$ cat config.mk
export PLATFORM = sky130hd
export DESIGN_NAME = ray_scanner_flat
export DESIGN_NICKNAME = d
export VERILOG_FILES = /design/src/rtl/ray_scanner_if.sv /design/src/rtl/ray_scanner.sv /design/src/flat_wrapper.sv
export SDC_FILE = /design/constraint.sdc
export NUM_CORES = 1
export LEC_CHECK = 0
export ABC_AREA = 1
export CORE_MARGIN = 2
export CORE_UTILIZATION = 55
export DETAILED_ROUTE_END_ITERATION = 12
export DONT_BUFFER_PORTS = 1
export GPL_TIMING_DRIVEN = 0
export PLACE_DENSITY = 0.7
export REMOVE_ABC_BUFFERS = 1
export SYNTH_ARGS = -nofsm -noshare
export SYNTH_HDL_FRONTEND = slang
export SYNTH_SLANG_ARGS = --single-unit
$ cat constraint.sdc
create_clock -name clk -period 19.56 [get_ports clk]
set_input_delay 2.934 -clock clk [delete_from_list [all_inputs] [get_ports clk]]
set_output_delay 2.934 -clock clk [all_outputs]
set_load 0.01 [all_outputs]
$ cat src/rtl/ray_scanner_if.sv
// rtl/ray_scanner_if.sv - request/result bundle between a scan requester and ray_scanner
interface ray_scanner_if #(
    parameter int BOARD_N = 8,
    parameter int SQ_W    = 4
);
    localparam int IDX_W = $clog2(BOARD_N * BOARD_N);
    localparam int D_W   = $clog2(BOARD_N);

    logic                            start;
    logic                            ready;
    logic [BOARD_N*BOARD_N*SQ_W-1:0] bigBoard;
    logic [IDX_W-1:0]                currentPosition;
    logic [2:0]                      direction;
    logic [D_W-1:0]                  max_steps;
    logic                            done;
    logic                            hit;
    logic [IDX_W-1:0]                nearestPosition;
    logic [SQ_W-1:0]                 nearestPiece;
    logic [D_W-1:0]                  hit_dist;

    modport master (
        output start, bigBoard, currentPosition, direction, max_steps,
        input  ready, done, hit, nearestPosition, nearestPiece, hit_dist
    );

    modport slave (
        input  start, bigBoard, currentPosition, direction, max_steps,
        output ready, done, hit, nearestPosition, nearestPiece, hit_dist
    );
endinterface

$ cat src/rtl/ray_scanner.sv
// rtl/ray_scanner.sv - multi-cycle eight-direction ray walk reporting the first occupied square
module ray_scanner #(
    parameter int BOARD_N = 8,
    parameter int SQ_W    = 4
) (
    input  logic          clk,
    input  logic          reset,
    ray_scanner_if.slave  bus
);
    localparam int IDX_W = $clog2(BOARD_N * BOARD_N);
    localparam int D_W   = $clog2(BOARD_N);

    localparam logic [1:0] S_IDLE = 2'd0;
    localparam logic [1:0] S_SCAN = 2'd1;
    localparam logic [1:0] S_DONE = 2'd2;

    // Coordinates carry two spare bits so -1 and BOARD_N are both visible as off-board.
    localparam logic [D_W+1:0] D_ZERO  = '0;
    localparam logic [D_W+1:0] D_PLUS  = {{(D_W+1){1'b0}}, 1'b1};
    localparam logic [D_W+1:0] D_MINUS = '1;

    logic [1:0]                      state;
    logic [BOARD_N*BOARD_N*SQ_W-1:0] board_q;
    logic [D_W+1:0]                  rank_q, file_q;
    logic [D_W+1:0]                  dr_q, df_q;
    logic [D_W-1:0]                  max_q;
    logic [D_W:0]                    step_q;

    logic                            done_q, hit_q;
    logic [IDX_W-1:0]                pos_q;
    logic [SQ_W-1:0]                 piece_q;
    logic [D_W-1:0]                  dist_q;

    logic [D_W+1:0]                  dr_in, df_in;
    logic [D_W+1:0]                  cand_rank, cand_file;
    logic [IDX_W-1:0]                cand_idx;
    logic [SQ_W-1:0]                 cand_sq;
    logic                            off_board, over_limit;

    always_comb begin
        dr_in = D_ZERO;
        df_in = D_ZERO;
        case (bus.direction)
            3'b000: dr_in = D_MINUS;
            3'b001: df_in = D_MINUS;
            3'b010: df_in = D_PLUS;
            3'b011: dr_in = D_PLUS;
            3'b100: begin dr_in = D_MINUS; df_in = D_MINUS; end
            3'b101: begin dr_in = D_MINUS; df_in = D_PLUS;  end
            3'b110: begin dr_in = D_PLUS;  df_in = D_MINUS; end
            3'b111: begin dr_in = D_PLUS;  df_in = D_PLUS;  end
        endcase
    end

    // rank_q/file_q always hold the last legal square, so a miss reports them directly.
    assign cand_rank  = rank_q + dr_q;
    assign cand_file  = file_q + df_q;
    assign off_board  = (|cand_rank[D_W+1:D_W]) | (|cand_file[D_W+1:D_W]);
    assign over_limit = (max_q != '0) && (step_q > {1'b0, max_q});
    assign cand_idx   = {cand_file[D_W-1:0], cand_rank[D_W-1:0]};
    assign cand_sq    = board_q[cand_idx*SQ_W +: SQ_W];

    always_ff @(posedge clk) begin
        if (reset) begin
            state   <= S_IDLE;
            done_q  <= 1'b0;
            hit_q   <= 1'b0;
            pos_q   <= '0;
            piece_q <= '0;
            dist_q  <= '0;
        end else begin
            case (state)
                S_IDLE: begin
                    if (bus.start) begin
                        board_q <= bus.bigBoard;
                        rank_q  <= {2'b00, bus.currentPosition[D_W-1:0]};
                        file_q  <= {2'b00, bus.currentPosition[IDX_W-1:D_W]};
                        dr_q    <= dr_in;
                        df_q    <= df_in;
                        max_q   <= bus.max_steps;
                        step_q  <= {{D_W{1'b0}}, 1'b1};
                        state   <= S_SCAN;
                    end
                end
                S_SCAN: begin
                    if (off_board || over_limit) begin
                        hit_q   <= 1'b0;
                        piece_q <= '0;
                        dist_q  <= step_q[D_W-1:0] - 1'b1;
                        pos_q   <= {file_q[D_W-1:0], rank_q[D_W-1:0]};
                        done_q  <= 1'b1;
                        state   <= S_DONE;
                    end else if (cand_sq[SQ_W-2:0] != '0) begin
                        hit_q   <= 1'b1;
                        piece_q <= cand_sq;
                        dist_q  <= step_q[D_W-1:0];
                        pos_q   <= cand_idx;
                        done_q  <= 1'b1;
                        state   <= S_DONE;
                    end else begin
                        rank_q  <= cand_rank;
                        file_q  <= cand_file;
                        step_q  <= step_q + 1'b1;
                    end
                end
                S_DONE: begin
                    done_q <= 1'b0;
                    state  <= S_IDLE;
                end
                default: state <= S_IDLE;
            endcase
        end
    end

    assign bus.ready           = (state == S_IDLE);
    assign bus.done            = done_q;
    assign bus.hit             = hit_q;
    assign bus.nearestPosition = pos_q;
    assign bus.nearestPiece    = piece_q;
    assign bus.hit_dist        = dist_q;
endmodule

$ cat src/flat_wrapper.sv
// flat-port wrapper written by rule: the top's interface ports become plain ports
module ray_scanner_flat 
#(
    parameter int BOARD_N = 8,
    parameter int SQ_W    = 4
)
  (clk, reset, bus_start, bus_bigBoard, bus_currentPosition, bus_direction, bus_max_steps, bus_ready, bus_done, bus_hit, bus_nearestPosition, bus_nearestPiece, bus_hit_dist);
  ray_scanner_if #(.BOARD_N(BOARD_N), .SQ_W(SQ_W)) bus_i ();
  input  logic clk;
  input  logic reset;
  input wire logic [$bits(bus_i.start)-1:0] bus_start;
  input wire logic [$bits(bus_i.bigBoard)-1:0] bus_bigBoard;
  input wire logic [$bits(bus_i.currentPosition)-1:0] bus_currentPosition;
  input wire logic [$bits(bus_i.direction)-1:0] bus_direction;
  input wire logic [$bits(bus_i.max_steps)-1:0] bus_max_steps;
  output wire logic [$bits(bus_i.ready)-1:0] bus_ready;
  output wire logic [$bits(bus_i.done)-1:0] bus_done;
  output wire logic [$bits(bus_i.hit)-1:0] bus_hit;
  output wire logic [$bits(bus_i.nearestPosition)-1:0] bus_nearestPosition;
  output wire logic [$bits(bus_i.nearestPiece)-1:0] bus_nearestPiece;
  output wire logic [$bits(bus_i.hit_dist)-1:0] bus_hit_dist;
  assign bus_i.start = bus_start;
  assign bus_i.bigBoard = bus_bigBoard;
  assign bus_i.currentPosition = bus_currentPosition;
  assign bus_i.direction = bus_direction;
  assign bus_i.max_steps = bus_max_steps;
  assign bus_ready = bus_i.ready;
  assign bus_done = bus_i.done;
  assign bus_hit = bus_i.hit;
  assign bus_nearestPosition = bus_i.nearestPosition;
  assign bus_nearestPiece = bus_i.nearestPiece;
  assign bus_hit_dist = bus_i.hit_dist;
  ray_scanner #(.BOARD_N(BOARD_N), .SQ_W(SQ_W)) u_core (.clk(clk), .reset(reset), .bus(bus_i));
endmodule
==> metrics.txt <==
status=finished, final reports clean; worst hold slack=between 0.4 and 0.5 ns; vias in the first global route=about 7600; Critical-path top delay cell=nor2_1; Max Cap Violations=0; Pwr Density=109 mW/mm²; r2r worst-path depth=15; I/O pin count=287; Syn Inst Count=~1100; HPWL Detailed=around 18000 µm; H-tree Lvls=1; Max FO, Critical Path=66; Hold Path End=u_core.state[1]$_SDFFE_PP0P_; clock skew=~0.019 ns; Worst path max stage delay=roughly 0.9 ns; TritonCTS clock tree=yes; Layout Nets=roughly 1400; area post-placement=between 0.01 and 0.015 mm²; vias per cell=about 5.7; crit path kind=flop to flop; hold_buf cts=0; total congestion overflow=0; worst-margin pin slew=approximately 1.2 ns; Crit. End Element=flop; Inserted Clock Buffers=30; CP arrival=5.39 ns; Final Power=between 1 and 1.5 mW; routability-driven placement congestion ratio=around 0.8; TritonRoute pass-1 iters=5; Seq/Total Area, Yosys=0.702; die height=approximately 150 µm; Slew HR=0.230; startpoint of the worst-slack reg-to-reg timing path=u_core.rank_q[0]$_DFFE_PP_; Crit path required time=roughly 20 ns; root buf cell=clkbuf_16; Layout area overhead=10.3%; Reg clk slew, reported paths=0.06 ns; GR Util All Layers=0.234; initial antenna violation count=14; Netlist cell types=26; Hold Path Class=flop to flop; Reg-to-Reg End=u_core.file_q[4]$_SDFFCE_PP0P_; via count=between 7000 and 8000; Syn Std Cell Area=0.0123 mm²; post_cts resized=0; Final Critical Period=approximately 5.2 ns; die area=about 0.024 mm²; Pins Over Slew Limit=0; cell area after layout=0.0136 mm²; post-synthesis average cell area=between 10 and 15 µm²; Filler Cell Count=1711; Hold Violations, Final=0; VDD IR max=about 0.11 mV; RSZ-0062 raised after global routing=no; hold_sp=u_core.state[1]$_SDFFE_PP0P_; Final setup viols=0; largest net degree at the start of global routing=73; Initial DRC Count=between 500 and 600; share of layout cells above drive strength 1=0.0629; # DRC=0; Synth Register Bits=294; first-pass GRT wire length=roughly 42000 µm; post-route ant nets=0; FF-to-FF setup slack=between 10 and 15 ns; initial core utilization=0.563; clk_lat worst skew=0.56 ns; most frequent cells in the layout=nand2_1 (350), edfxtp_1 (277), nand3_1 (237); wirelength, routed=28500 µm; Max Clk Rate=about 190 MHz; Ys Warns=0; most common cell after layout, fill and taps aside=nand2_1; CP cell instances=ha_1, fa_4, inv_4, nand3_1, nand3_1, nand2_1, nand2_1, nand3_1, nand3_1, nand2_1, nor2_2, nand2_2, nand2_2, inv_2, nor2_1; Hold Path Cell Cnt=2; setup TNS=0 ns; Clock Path Buffers=3; leakage power=approximately 5 nW; Startpoint Class=flop; postcts setup bufs=0; I/O Buffers=0; Top cell by count, worst path=nand3_1; CTS sink cnt=about 290; Die X=154 µm; wire per inst=20.7 µm; period utilization=0.267; Rows=54; core area=between 0.02 and 0.025 mm²
worst max-delay path by stage:
stage	from	slack, ns	to
final	u_core.rank_q[0]$_DFFE_PP_	14.33	u_core.file_q[4]$_SDFFCE_PP0P_
after detailed placement	u_core.rank_q[0]$_DFFE_PP_	14.26	u_core.step_q[3]$_SDFFCE_PP0P_
after global routing	u_core.rank_q[0]$_DFFE_PP_	13.85	u_core.step_q[3]$_SDFFCE_PP0P_
after floorplan	bus_start	4.77	u_core.board_q[0]$_DFFE_PP_
after global placement	bus_start	0.97	u_core.board_q[68]$_DFFE_PP_
after CTS	u_core.rank_q[0]$_DFFE_PP_	14.24	u_core.step_q[3]$_SDFFCE_PP0P_
logic make-up (layout without fill, tap and decap cells):
family	Yosys count	in the layout	share of synthesized area
AND/OR/NAND/NOR	626	626	0.217
XOR/XNOR	10	10	0.00710
AO/OA/AOI/OAI	41	41	0.0169
buffers and inverters	84	90	0.0355
adder cells (fa/ha/maj)	20	20	0.0215
other	0	12	0
flip-flops	294	294	0.702
layer usage:
layer,global-route usage,wire length (µm),vias to the layer above
met5,0,38,-
met4,0.0887,1060,6
met3,0.0747,2640,66
met2,0.393,14000,363
met1,0.285,10700,3704
li1,-,-,3741
area by class of cell:
cell class                 instances  area (µm²)  area share
tap                              280         350      0.0258
clock buffer                      31         754      0.0555
antenna                           12        30.0     0.00221
multi-input combinational        697        3260       0.240
sequential                       294        8660       0.637
inverter                          25        98.8     0.00727
timing repair buffer              11         243      0.0178
clock inverter                    23         204      0.0150
through the flow:
step           cells  setup slack, ns   util
6_report        1373            14.33  0.621
5_1_grt         1372            13.85  0.621
4_1_cts         1361            14.24  0.620
3_5_place_dp    1307            14.26  0.576
3_3_place_gp    1296            0.972  0.564
2_1_floorplan   1016             4.77      -
cells in the mapped netlist (all sizes together):
| library cell | number | area, µm² |
|---|---|---|
| nand2 | 353 | 1330 |
| edfxtp | 277 | 8320 |
| nand3 | 237 | 1190 |
| buf | 50 | 310 |
| nor2 | 34 | 140 |
| o21ai | 26 | 130 |
| inv | 22 | 82.6 |
| ha | 18 | 225 |
| dfxtp | 17 | 340 |
| a21oi | 14 | 70.1 |
| clkbuf | 9 | 33.8 |
| xnor2 | 5 | 43.8 |
| xor2 | 5 | 43.8 |
| clkinv | 3 | 11.3 |
| fa | 2 | 40.0 |
| nand4 | 1 | 6.26 |
| o311ai | 1 | 8.76 |
| or2 | 1 | 6.26 |
state kept, by name, summed over array words and instances, names as in the netlist:
name and cells:
u_core.board_q 256, u_core.bus.done 1, u_core.bus.hit 1, u_core.bus.hit_dist 3, u_core.bus.nearestPiece 4, u_core.bus.nearestPosition 6
u_core.df_q 2, u_core.dr_q 2, u_core.file_q 5, u_core.max_q 3, u_core.rank_q 5, u_core.state 2
u_core.step_q 4
report_power, final:
| part | internal (mW) | total [mW] | switching [mW] |
|---|---|---|---|
| Clock | 0.319 | 0.553 | 0.235 |
| Sequential | 0.727 | 0.738 | 0.0112 |
| Combinational | 0.0561 | 0.186 | 0.129 |
worst max-delay path: cells and delay by family, from the launching register on:
kind / cells / cell delay [ns]
adder cells (fa/ha/maj): 2 / 1.10
AND/OR/NAND/NOR: 11 / 2.30
flip-flops: 1 / 0.46
buffers and inverters: 2 / 0.91
No activity file was read; power rests on OpenSTA's default activity.
